### config.mk
export PLATFORM = sky130hd
export DESIGN_NAME = parity_serializer
export DESIGN_NICKNAME = d
export VERILOG_FILES = /design/src/rtl/parity_serializer.sv
export SDC_FILE = /design/constraint.sdc
export NUM_CORES = 1
export LEC_CHECK = 0
export BUFFER_PORTS_ARGS = -buffer_cell sky130_fd_sc_hd__buf_2
export CORE_MARGIN = 1
export CORE_UTILIZATION = 47
export CTS_CLUSTER_DIAMETER = 50
export DETAILED_ROUTE_END_ITERATION = 10
export MAX_ROUTING_LAYER = met4
export PLACE_DENSITY_LB_ADDON = 0.2
export SYNTH_ARGS = -nofsm -noshare
export SYNTH_HDL_FRONTEND = slang
export SYNTH_SLANG_ARGS = --single-unit
### constraint.sdc
create_clock -name clk -period 1.49 [get_ports clk]
set_clock_uncertainty 0.1 [all_clocks]
set_input_delay 0.149 -clock clk [delete_from_list [all_inputs] [get_ports clk]]
set_output_delay 0.149 -clock clk [all_outputs]
set_load 0.02 [all_outputs]
### src/rtl/parity_serializer.sv
// Parity generator and serializer.
// Takes DATA_W-bit words over a valid/ready handshake, computes even or odd
// parity, and shifts the word out LSB-first followed by the parity bit.
// A wrapping frame counter tracks completed frames for debug.
module parity_serializer #(
    parameter int unsigned DATA_W = 8,
    parameter int unsigned CNT_W  = 8
) (
    input  logic              clk,
    input  logic              rst,
    input  logic              in_valid,
    output logic              in_ready,
    input  logic [DATA_W-1:0] in_data,
    input  logic              odd_mode,
    output logic              ser_out,
    output logic              ser_valid,
    output logic              frame_start,
    output logic              frame_end,
    output logic              parity_out,
    output logic              busy,
    output logic [CNT_W-1:0]  frame_cnt
);

    localparam int unsigned      IDX_W    = (DATA_W > 1) ? $clog2(DATA_W) : 1;
    localparam logic [IDX_W-1:0] LAST_IDX = IDX_W'(DATA_W - 1);

    typedef enum logic [1:0] {
        IDLE,
        SHIFT,
        PARITY
    } state_e;

    state_e            state_q, state_d;
    logic [DATA_W-1:0] shreg_q, shreg_d;
    logic [IDX_W-1:0]  idx_q, idx_d;
    logic              parity_q, parity_d;
    logic [CNT_W-1:0]  cnt_q, cnt_d;

    logic ser_out_q, ser_out_d;
    logic ser_valid_q, ser_valid_d;
    logic frame_start_q, frame_start_d;
    logic frame_end_q, frame_end_d;
    logic in_ready_q, in_ready_d;
    logic busy_q, busy_d;

    logic accept;

    // in_ready is registered, so acceptance depends on no combinational input path
    assign accept = in_valid && in_ready_q;

    // Next-state, datapath and next-output decode
    always_comb begin
        state_d  = state_q;
        shreg_d  = shreg_q;
        idx_d    = idx_q;
        parity_d = parity_q;
        cnt_d    = cnt_q;

        unique case (state_q)
            IDLE: begin
                if (accept) begin
                    state_d  = SHIFT;
                    shreg_d  = in_data;
                    idx_d    = '0;
                    parity_d = (^in_data) ^ odd_mode;
                end
            end
            SHIFT: begin
                shreg_d = shreg_q >> 1;
                idx_d   = idx_q + IDX_W'(1);
                if (idx_q == LAST_IDX) begin
                    state_d = PARITY;
                    idx_d   = '0;
                end
            end
            PARITY: begin
                cnt_d = cnt_q + CNT_W'(1);
                if (accept) begin
                    state_d  = SHIFT;
                    shreg_d  = in_data;
                    idx_d    = '0;
                    parity_d = (^in_data) ^ odd_mode;
                end else begin
                    state_d = IDLE;
                end
            end
            default: state_d = IDLE;
        endcase

        // Outputs are computed from next state so they can be registered
        // while still matching the decode of the state they accompany.
        ser_valid_d   = (state_d != IDLE);
        busy_d        = (state_d != IDLE);
        in_ready_d    = (state_d != SHIFT);
        frame_start_d = (state_d == SHIFT) && (idx_d == '0);
        frame_end_d   = (state_d == PARITY);
        if (state_d == SHIFT) begin
            ser_out_d = shreg_d[0];
        end else if (state_d == PARITY) begin
            ser_out_d = parity_d;
        end else begin
            ser_out_d = 1'b0;
        end
    end

    // State, datapath and registered outputs
    always_ff @(posedge clk) begin
        if (rst) begin
            state_q       <= IDLE;
            shreg_q       <= '0;
            idx_q         <= '0;
            parity_q      <= 1'b0;
            cnt_q         <= '0;
            ser_out_q     <= 1'b0;
            ser_valid_q   <= 1'b0;
            frame_start_q <= 1'b0;
            frame_end_q   <= 1'b0;
            in_ready_q    <= 1'b1;
            busy_q        <= 1'b0;
        end else begin
            state_q       <= state_d;
            shreg_q       <= shreg_d;
            idx_q         <= idx_d;
            parity_q      <= parity_d;
            cnt_q         <= cnt_d;
            ser_out_q     <= ser_out_d;
            ser_valid_q   <= ser_valid_d;
            frame_start_q <= frame_start_d;
            frame_end_q   <= frame_end_d;
            in_ready_q    <= in_ready_d;
            busy_q        <= busy_d;
        end
    end

    assign in_ready    = in_ready_q;
    assign ser_out     = ser_out_q;
    assign ser_valid   = ser_valid_q;
    assign frame_start = frame_start_q;
    assign frame_end   = frame_end_q;
    assign parity_out  = parity_q;
    assign busy        = busy_q;
    assign frame_cnt   = cnt_q;

endmodule

==> results.py, run 1 <==
metrics = {
    "cells_and_area": {
        "final_common_cell": "nor2_1",
        "fin_nets": 177,
        "n_antenna_cell": 0,
        "seqCellArea_um2": 523,
        "fill_cells": 237,
        "utilization_pct": 58.8,
        "final_layout_size_suffix_gt1_share_pct": 32.5,
        "multiInputGateArea_um2": 682,
        "area_delta_synth_final_pct": 18.9,
        "mostFrequentLayoutCells": "31 x nor2_1, 26 x buf_2, 24 x dfxtp_1",
    },
    "outcome": {
        "status": "completed",
    },
    "power": {
        "seqPwrFrac_pct": 57.5,
        "intPower_w": 0.000954,
        "power.density_nw_per_um2": 917,
        "leakage_nw": 0.658,
        "ir_drop_uv": 534,
        "power_switching_w": 0.000383,
        "combPwrFrac_pct": 20.5,
        "p_sw_share_pct": 28.6,
        "clock_power_share_pct": 22.0,
    },
    "route": {
        "first_pass_iters": 4,
        "wl_um": 2280,
        "highest_layer": "met4",
        "ant_nets": 0,
        "wl_met2_um": 1030,
        "drt_iter0_drc": 15,
        "drt-met1-wl_um": 1150,
        "vias_per_cell": 5.18,
        "drc_errors": 0,
        "via_count": 984,
        "dr_wl_met3_um": 86,
        "routedWlPerCell_um": 12.0,
    },
    "die": {
        "row_count": 18,
        "pin_count": 27,
        "core_um2": 2480,
        "floorplan.initialDensity_pct": 49.5,
        "die_h_um": 53.1,
        "design.die.area_um2": 2820,
        "die_w_um": 53.1,
    },
    "critical_path": {
        "cp.required_ns": 1.65,
        "crit_slowest_cell": "dfxtp_2",
        "endpoint_kind": "register",
        "critical_path_class": "reg2reg",
        "crit_top_cell": "ha_4",
        "cp.arrival_ns": 1.64,
        "crit_chain": "ha_4, ha_4, mux2_4, a22oi_2, nand2_1, nor3_2",
        "cp_slowest_stage_delay_ns": 0.36,
        "start_kind": "register",
        "worst-path-max-fanout": 2,
    },
    "sta": {
        "hold_viol": 0,
        "fin_ws_ns": 0.00485,
        "setup_violations": 0,
        "period_share_pct": 99.7,
        "fmax_ghz": 0.673,
        "finalMaxSlewViolations": 0,
        "worstMarginPinSlew_ns": 0.294,
        "rsz0062_at_grt": "yes",
        "max_slew_margin_pct": 80.4,
        "post-route-min-period_ns": 1.49,
    },
    "cts": {
        "cts_buffers": 3,
        "clk_pin_slew_worst_paths_ns": 0.14,
        "htree_levels": 1,
        "cts_tree": "done",
        "clockBufferDepth": 2,
        "cts.sinks": 26,
        "clk_latency_ns": 0.31,
        "cts_root_buf": "clkbuf_4",
    },
    "logic_synthesis": {
        "yosysSeqAreaShare_pct": 42.4,
        "synth_seq_cells": 26,
        "synth_area_leaders": "dfxtp_1 42%, nor2_1 9.5%, nor4_2 6.1%",
        "synthCells": 132,
        "synth.avg_cell_area_um2": 9.29,
        "synth_top_area_share_pct": 42.4,
        "mappedNetlistArea_um2": 1230,
        "yosysWarnings": 0,
        "synth_largest_area_cell": "dfxtp_1",
        "ys_types": 34,
        "syn_nets": 147,
    },
    "global_route": {
        "grt_pass1_vias": 879,
        "grt_overflow": 0,
        "grt_use_total_pct": 19.0,
        "antenna_found_initial": 0,
        "grt_max_degree": 14,
        "grt_pass1_wl_um": 3760,
    },
    "place": {
        "port_buffers": 26,
        "place_congestion": 0.767,
        "place_worst_setup_slack_ns": -0.0502,
        "dpl.hpwl_um": 1700,
    },
    "hold_path": {
        "min_path_type": "in2reg",
    },
    "job": {
        "drv_cap": 0,
    },
}
-- final cells by class --
type	instances	share of cell area [%]
tap	30	2.58
clock buffer	3	1.55
inverter	2	0.515
multi-input combinational	96	46.8
timing repair buffer	33	12.7
sequential	26	35.9
-- final timing paths --
kind	startpoint	to	slack (ns)	depth (start not counted)
min reg2reg	shreg_q[7]	shreg_q[7]	0.38	2
min	in_data[6]	shreg_q[6]	0.05	3
max reg2reg	idx_q[0]	frame_start	0.005	6
max	idx_q[0]	frame_start	0.005	6
-- state kept, by name, indices dropped and copies added (netlist names), 2 cells and up --
register   cells
frame_cnt      8
shreg_q        7
idx_q          3
state_q        2
-- logic make-up after synthesis --
logic type / share of synthesized area, %
xor+xnor: 10.4
compound gates: 5.00
simple gates: 30.9
buf+inv: 4.69
fa+ha+maj: 3.06
mux: 3.47
flops: 42.4
-- worst max-delay path, delay by kind of cell, from the launching register on --
| family | cells | cell delay, ns |
|---|---|---|
| DFF | 1 | 0.36 |
| adders and majority gates | 2 | 0.36 |
| muxes | 1 | 0.27 |
| AOI/OAI and AO/OA | 1 | 0.18 |
| and+or+nand+nor | 2 | 0.17 |
-- Yosys cell counts, drive strengths merged --
cell type	n
nand2	9
a21oi	3
nor4	6
buf	6
xor2	8
nand4	4
nand3	2
dfxtp	26
nand2b	1
o22ai	1
and2b	1
inv	2
xnor2	4
nor3	2
and3	2
nor2	31
o21ai	1
a22oi	2
clkbuf	2
xnor3	1
a32oi	1
nand3b	3
ha	3
nor2b	4
nor3b	2
mux2i	2
mux2	2
o211ai	1
-- timing repair --
action	in CTS	in global routing
hold endpoints to repair	1	0
gates resized for setup	3	0
hold buffers	1	0
setup buffers	0	1
setup endpoints to repair	2	2
-- power groups by stage --
stage	clock [W]	combinational (W)	sequential [W]
6_report	0.000295	0.000274	0.000769
5_1_grt	0.000333	0.000303	0.000774
4_1_cts	0.000305	0.000270	0.000769
3_5_place_dp	0	0.000267	0.000782
3_3_place_gp	0	0.000259	0.000781
2_1_floorplan	0	0.000187	0.000794
-- metal layers --
layer	vias up	global-route usage, %
met2	18	30.4
met3	2	2.59
met4	0	7.89
met1	461	23.9
li1	503	-
met5	-	-
-- through the flow --
| step | area [µm²] | hold slack, ns | setup TNS, ns | std cells | power [W] |
|---|---|---|---|---|---|
| 6_report | 1460 | 0.0513 | 0 | 190 | 0.00134 |
| 5_1_grt | 1460 | 0.0534 | -0.0639 | 190 | 0.00141 |
| 4_1_cts | 1450 | 0.0480 | -0.00162 | 189 | 0.00134 |
| 3_5_place_dp | 1390 | 0.320 | -0.0687 | 185 | 0.00105 |
| 3_3_place_gp | 1390 | 0.316 | -0.0150 | 185 | 0.00104 |
| 2_1_floorplan | 1240 | 0.185 | 0 | 132 | 0.000980 |
No activity file was read; power rests on OpenSTA's default activity.
==> run 2, diff against run 1 <==
--- a/config.mk
+++ b/config.mk
@@ -12,6 +12,7 @@
 export DETAILED_ROUTE_END_ITERATION = 10
 export MAX_ROUTING_LAYER = met4
 export PLACE_DENSITY_LB_ADDON = 0.2
+export REMOVE_ABC_BUFFERS = 1
 export SYNTH_ARGS = -nofsm -noshare
 export SYNTH_HDL_FRONTEND = slang
 export SYNTH_SLANG_ARGS = --single-unit
==> run 2 against run 1 <==
Compared with the run above:
- the run now ends with negative setup slack left
- maximum frequency is 3.7% lower
- sequential power is essentially flat
- design area increased by 3.8%
- clock power is 61% higher
- non-clock buffer count is 2 higher
- global-route usage shrank 0.82 points
- sequential share of layout area down 1.3 points
- register-to-register slack got worse by 0.06 ns
==> results.py, run 2 (synthesis results as in run 1) <==
metrics = {
    "cells_and_area": {
        "area_delta_synth_final_pct": 23.4,
        "mostFrequentLayoutCells": "30 x nor2_1, 26 x buf_2, 24 x dfxtp_1",
        "fin_nets": 179,
        "n_antenna_cell": 0,
        "final_common_cell": "nor2_1",
        "fill_cells": 225,
        "largest_register_ffs": 8,
        "final_layout_size_suffix_gt1_share_pct": 34.4,
        "fin_cells": 193,
    },
    "place": {
        "dpl.hpwl_um": 1650,
        "dpl.cell_count": 186,
        "place_congestion": 0.709,
        "port_buffers": 26,
    },
    "critical_path": {
        "crit_top_cell": "ha_4",
        "critical_path_class": "reg2reg",
        "worst-path-buf-inv": 1,
        "cp_slowest_stage_delay_ns": 0.37,
        "endpoint_kind": "register",
        "start_kind": "register",
        "path_delay_family": "flip-flops",
        "crit_slowest_cell": "dfxtp_2",
        "worst-path-max-fanout": 2,
        "crit_chain": "ha_4, ha_4, mux2_4, a22oi_2, buf_4, nor2_2",
        "cp.arrival_ns": 1.66,
        "cp.required_ns": 1.61,
    },
    "die": {
        "floorplan.initialDensity_pct": 49.5,
        "design.die.area_um2": 2820,
        "row_count": 18,
        "die_w_um": 53.1,
        "pin_count": 27,
        "die_h_um": 53.1,
        "core_um2": 2480,
    },
    "global_route": {
        "use_met1_pct": 23.3,
        "grt_use_total_pct": 18.1,
        "met2_usage_pct": 29.5,
        "grt_pass1_wl_um": 3690,
        "grt_max_degree": 20,
        "use_met3_pct": 2.59,
        "antenna_found_initial": 0,
        "grt_overflow": 0,
        "grt_pass1_vias": 853,
        "grt-busiest-layer": "met2",
    },
    "job": {
        "drv_cap": 0,
    },
    "sta": {
        "hold_viol": 0,
        "fmax_ghz": 0.648,
        "post-route-min-period_ns": 1.54,
        "max_slew_margin_pct": 81.6,
        "finalMaxSlewViolations": 0,
        "setup_violations": 2,
        "worstMarginPinSlew_ns": 0.275,
        "fin_ws_ns": -0.0524,
        "rsz0062_at_grt": "yes",
        "period_share_pct": 104,
    },
    "route": {
        "drt_iter0_drc": 8,
        "via_count": 970,
        "drc_errors": 0,
        "ant_nets": 0,
        "vias_per_cell": 5.03,
        "first_pass_iters": 4,
        "wl_um": 2230,
        "routedWlPerCell_um": 11.6,
    },
    "outcome": {
        "violations": "negative setup slack",
        "status": "finished, violations left",
    },
    "power": {
        "power.density_nw_per_um2": 1000,
        "p_total_w": 0.00151,
        "ir_drop_uv": 633,
        "leakage_nw": 0.681,
    },
    "cts": {
        "cts_tree": "done",
        "cts.sinks": 26,
        "cts_root_buf": "clkbuf_4",
        "clockBufferDepth": 2,
        "htree_levels": 1,
        "clk_pin_slew_worst_paths_ns": 0.14,
        "cts_buffers": 3,
        "clk_latency_ns": 0.31,
    },
    "hold_path": {
        "min_path_type": "in2reg",
    },
}
run 2: cell count changes in the layout (fill, tap and decap cells not counted), sizes merged:
cell,delta
dlygate4sd3,+1
buf,+1
bufinv,+1
run 2: worst register-to-register path, cell delays in order, from the launching register on:
cell and delay, ns:
dfxtp_2 0.37, ha_4 0.17, ha_4 0.20, mux2_4 0.27, a22oi_2 0.19, buf_4 0.13, nor2_2 0.02
run 2: stage by stage:
step,setup slack [ns],utilization (%),hold slack [ns],cell area [µm²],TNS (ns)
floorplan,-0.0812,-,0.118,1180,-0.0888
finish,-0.0524,61.1,0.0576,1510,-0.0876
detailed placement,-0.129,56.1,0.323,1390,-0.174
global placement,-0.0848,56.1,0.321,1390,-0.0944
CTS,-0.0879,60.8,0.0399,1510,-0.116
global route,-0.114,61.1,0.0564,1510,-0.227
run 2: per-layer routing:
metal,part of all wire (%),vias to the layer above
met1,48,450
met4,0.67,0
li1,-,505
met3,2.8,2
met2,48,13
met5,0,-
run 2: report_power, final:
part / internal [W] / switching, W / total, W / leakage [nW]
clock network: 0.000272 / 0.000204 / 0.000475 / 0.0279
registers: 0.000740 / 0.0000305 / 0.000770 / 0.213
logic: 0.000119 / 0.000150 / 0.000268 / 0.440
total: 0.00113 / 0.000384 / 0.00151 / 0.681
run 2: repair_timing:
action                                  CTS  global route
hold buffers                              2             0
endpoints found under the setup margin    3             3
setup buffers                             1             0
resized for setup                         7             2
hold endpoints to repair                  4             0
pin swaps                                 2             3
run 2: cell type report:
type	count	area [µm²]	share of cell area [%]
flip-flops and latches	26	523	34.6
well taps	30	37.5	2.48
inverters	2	7.51	0.496
clock inverters	1	30.0	1.99
repair buffers	35	203	13.4
clock buffers	3	22.5	1.49
multi-input cells	96	689	45.6
run 2: final timing paths:
path / depth (start not counted) / slack, ns / to / start
worst max register to register: 6 / -0.05 / idx_q[2] / idx_q[0]
worst min register to register: 2 / 0.38 / shreg_q[7] / shreg_q[7]
worst min-delay path: 3 / 0.06 / shreg_q[6] / in_data[6]
worst max-delay path: 6 / -0.05 / idx_q[2] / idx_q[0]
==> run 3, diff against run 2 <==
--- a/config.mk
+++ b/config.mk
@@ -5,11 +5,11 @@
 export SDC_FILE = /design/constraint.sdc
 export NUM_CORES = 1
 export LEC_CHECK = 0
-export BUFFER_PORTS_ARGS = -buffer_cell sky130_fd_sc_hd__buf_2
 export CORE_MARGIN = 1
-export CORE_UTILIZATION = 47
+export CORE_UTILIZATION = 49
 export CTS_CLUSTER_DIAMETER = 50
 export DETAILED_ROUTE_END_ITERATION = 10
+export DONT_BUFFER_PORTS = 1
 export MAX_ROUTING_LAYER = met4
 export PLACE_DENSITY_LB_ADDON = 0.2
 export REMOVE_ABC_BUFFERS = 1
==> run 3 against run 2 <==
Compared with the run above:
- the run ends with negative hold slack, negative setup slack left
- sequential cell count stayed put
- clock power hardly changed
- maximum frequency is 0.55% lower
- sequential share of layout area is 2.6 points higher
- worst setup slack worse by 0.0085 ns
- non-clock buffer count is 21 lower
- die area is 3.9% lower
- via count is 4.8% lower
- sequential power is 2% higher
- critical path depth stayed put
- largest power group unchanged
- highest routed layer unchanged
==> results.py, run 3 (synthesis results as in run 1) <==
metrics = {
    "outcome": {
        "status": "finished, violations left",
        "violations": "negative hold slack, negative setup slack",
    },
    "place": {
        "place_congestion": 0.754,
        "port_buffers": 0,
        "place_area_um2": 1310,
        "place_worst_setup_slack_ns": -0.146,
        "dpl.hpwl_um": 1600,
        "dpl.cell_count": 165,
    },
    "sta": {
        "fmax_ghz": 0.645,
        "hold_viol": 25,
        "max_slew_margin_pct": 74.8,
        "rsz0062_at_grt": "yes",
        "timing.hold.ws_ns": -0.228,
        "period_share_pct": 104,
        "setup_violations": 2,
        "post-route-min-period_ns": 1.55,
        "worstMarginPinSlew_ns": 0.378,
        "fin_ws_ns": -0.0608,
        "finalMaxSlewViolations": 0,
        "fin_setup_tns_ns": -0.116,
    },
    "critical_path": {
        "endpoint_kind": "register",
        "path_delay_family": "flip-flops",
        "worst-path-max-fanout": 2,
        "cp_slowest_stage_delay_ns": 0.36,
        "cp.arrival_ns": 1.68,
        "reg2reg_depth": 6,
        "critical_path_class": "reg2reg",
        "cp.required_ns": 1.62,
        "timing.rr.start": "idx_q[0]",
        "cp_num_cells": 6,
        "crit_top_cell": "ha_4",
        "worst-path-buf-inv": 1,
        "start_kind": "register",
        "crit_slowest_cell": "dfxtp_2",
        "crit_chain": "ha_4, ha_4, mux2_4, a22oi_2, buf_4, nor2_2",
        "cp-startpoint": "idx_q[0]",
    },
    "die": {
        "die_w_um": 52.0,
        "floorplan.initialDensity_pct": 53.9,
        "pin_count": 27,
        "die_h_um": 52.0,
        "core_um2": 2280,
        "row_count": 17,
        "design.die.area_um2": 2710,
    },
    "cells_and_area": {
        "mostFrequentLayoutCells": "30 x nor2_1, 24 x dfxtp_1, 14 x buf_4",
        "fill_cells": 206,
        "final_layout_size_suffix_gt1_share_pct": 25.4,
        "fin_nets": 158,
        "area_delta_synth_final_pct": 14.8,
        "fin_cells": 170,
        "fin_area_um2": 1410,
        "utilization_pct": 61.8,
        "n_antenna_cell": 0,
        "final_common_cell": "nor2_1",
        "largest_register_ffs": 8,
    },
    "power": {
        "ir_drop_uv": 1030,
        "leakage_nw": 0.588,
        "power.density_nw_per_um2": 1040,
    },
    "cts": {
        "htree_levels": 1,
        "cts_tree": "done",
        "cts.sinks": 26,
        "clk_pin_slew_worst_paths_ns": 0.14,
        "cts_buffers": 3,
        "clockBufferDepth": 2,
        "cts_root_buf": "clkbuf_4",
        "clk_latency_ns": 0.31,
    },
    "route": {
        "via_count": 923,
        "vias_per_cell": 5.43,
        "drt_iter0_drc": 10,
        "wl_um": 2220,
        "first_pass_iters": 4,
        "ant_nets": 0,
        "routedWlPerCell_um": 13.1,
        "drc_errors": 0,
    },
    "global_route": {
        "grt_use_total_pct": 19.1,
        "grt_overflow": 0,
        "antenna_found_initial": 0,
        "grt_pass1_wl_um": 3720,
        "grt_max_degree": 26,
        "grt_pass1_vias": 853,
    },
    "hold_path": {
        "min_from": "rst",
        "hold_depth": 1,
        "min_path_type": "in2reg",
    },
    "job": {
        "drv_cap": 0,
    },
}
==> run 3: per-stage QoR <==
| stage | total power, W | hold slack (ns) |
|---|---|---|
| after floorplan | 0.000953 | 0.118 |
| after detailed placement | 0.00100 | 0.124 |
| final | 0.00147 | -0.228 |
| after CTS | 0.00148 | -0.240 |
| after global placement | 0.000995 | 0.122 |
| after global routing | 0.00155 | -0.263 |
==> run 3: cell type report <==
cell class	instances	area [µm²]	area share, %
Multi-Input combinational cell	96	684	48.6
Sequential cell	26	523	37.2
Timing Repair Buffer	14	105	7.47
Tap cell	28	35.0	2.49
Clock inverter	1	30.0	2.13
Clock buffer	3	22.5	1.60
Inverter	2	7.51	0.533
==> run 3: repair_timing <==
action,4_1_cts,5_1_grt
endpoints found under the hold margin,25,25
pin swaps,3,3
setup buffers,1,0
resized for setup,7,1
endpoints found under the setup margin,3,3
==> run 3: report_power, final <==
group          leakage, nW  switching, W  internal, W  total, W
clock network       0.0279      0.000205     0.000272  0.000477
logic                0.347      0.000106    0.0000967  0.000203
registers            0.213     0.0000480     0.000740  0.000788
total                0.588      0.000359      0.00111   0.00147
==> run 3: final timing paths <==
check | to | slack [ns]
hold / removal | idx_q[1] | -0.23
setup / recovery | idx_q[2] | -0.06
hold reg to reg | shreg_q[7] | 0.38
setup reg to reg | idx_q[2] | -0.06
==> run 3: per-layer routing <==
metal / vias up / wire [µm] / track usage (%)
li1: 461 / - / -
met1: 451 / 1020 / 22.8
met2: 9 / 1130 / 31.8
met3: 2 / 53 / 3.80
met4: 0 / 17 / 6.76
met5: - / 0 / -
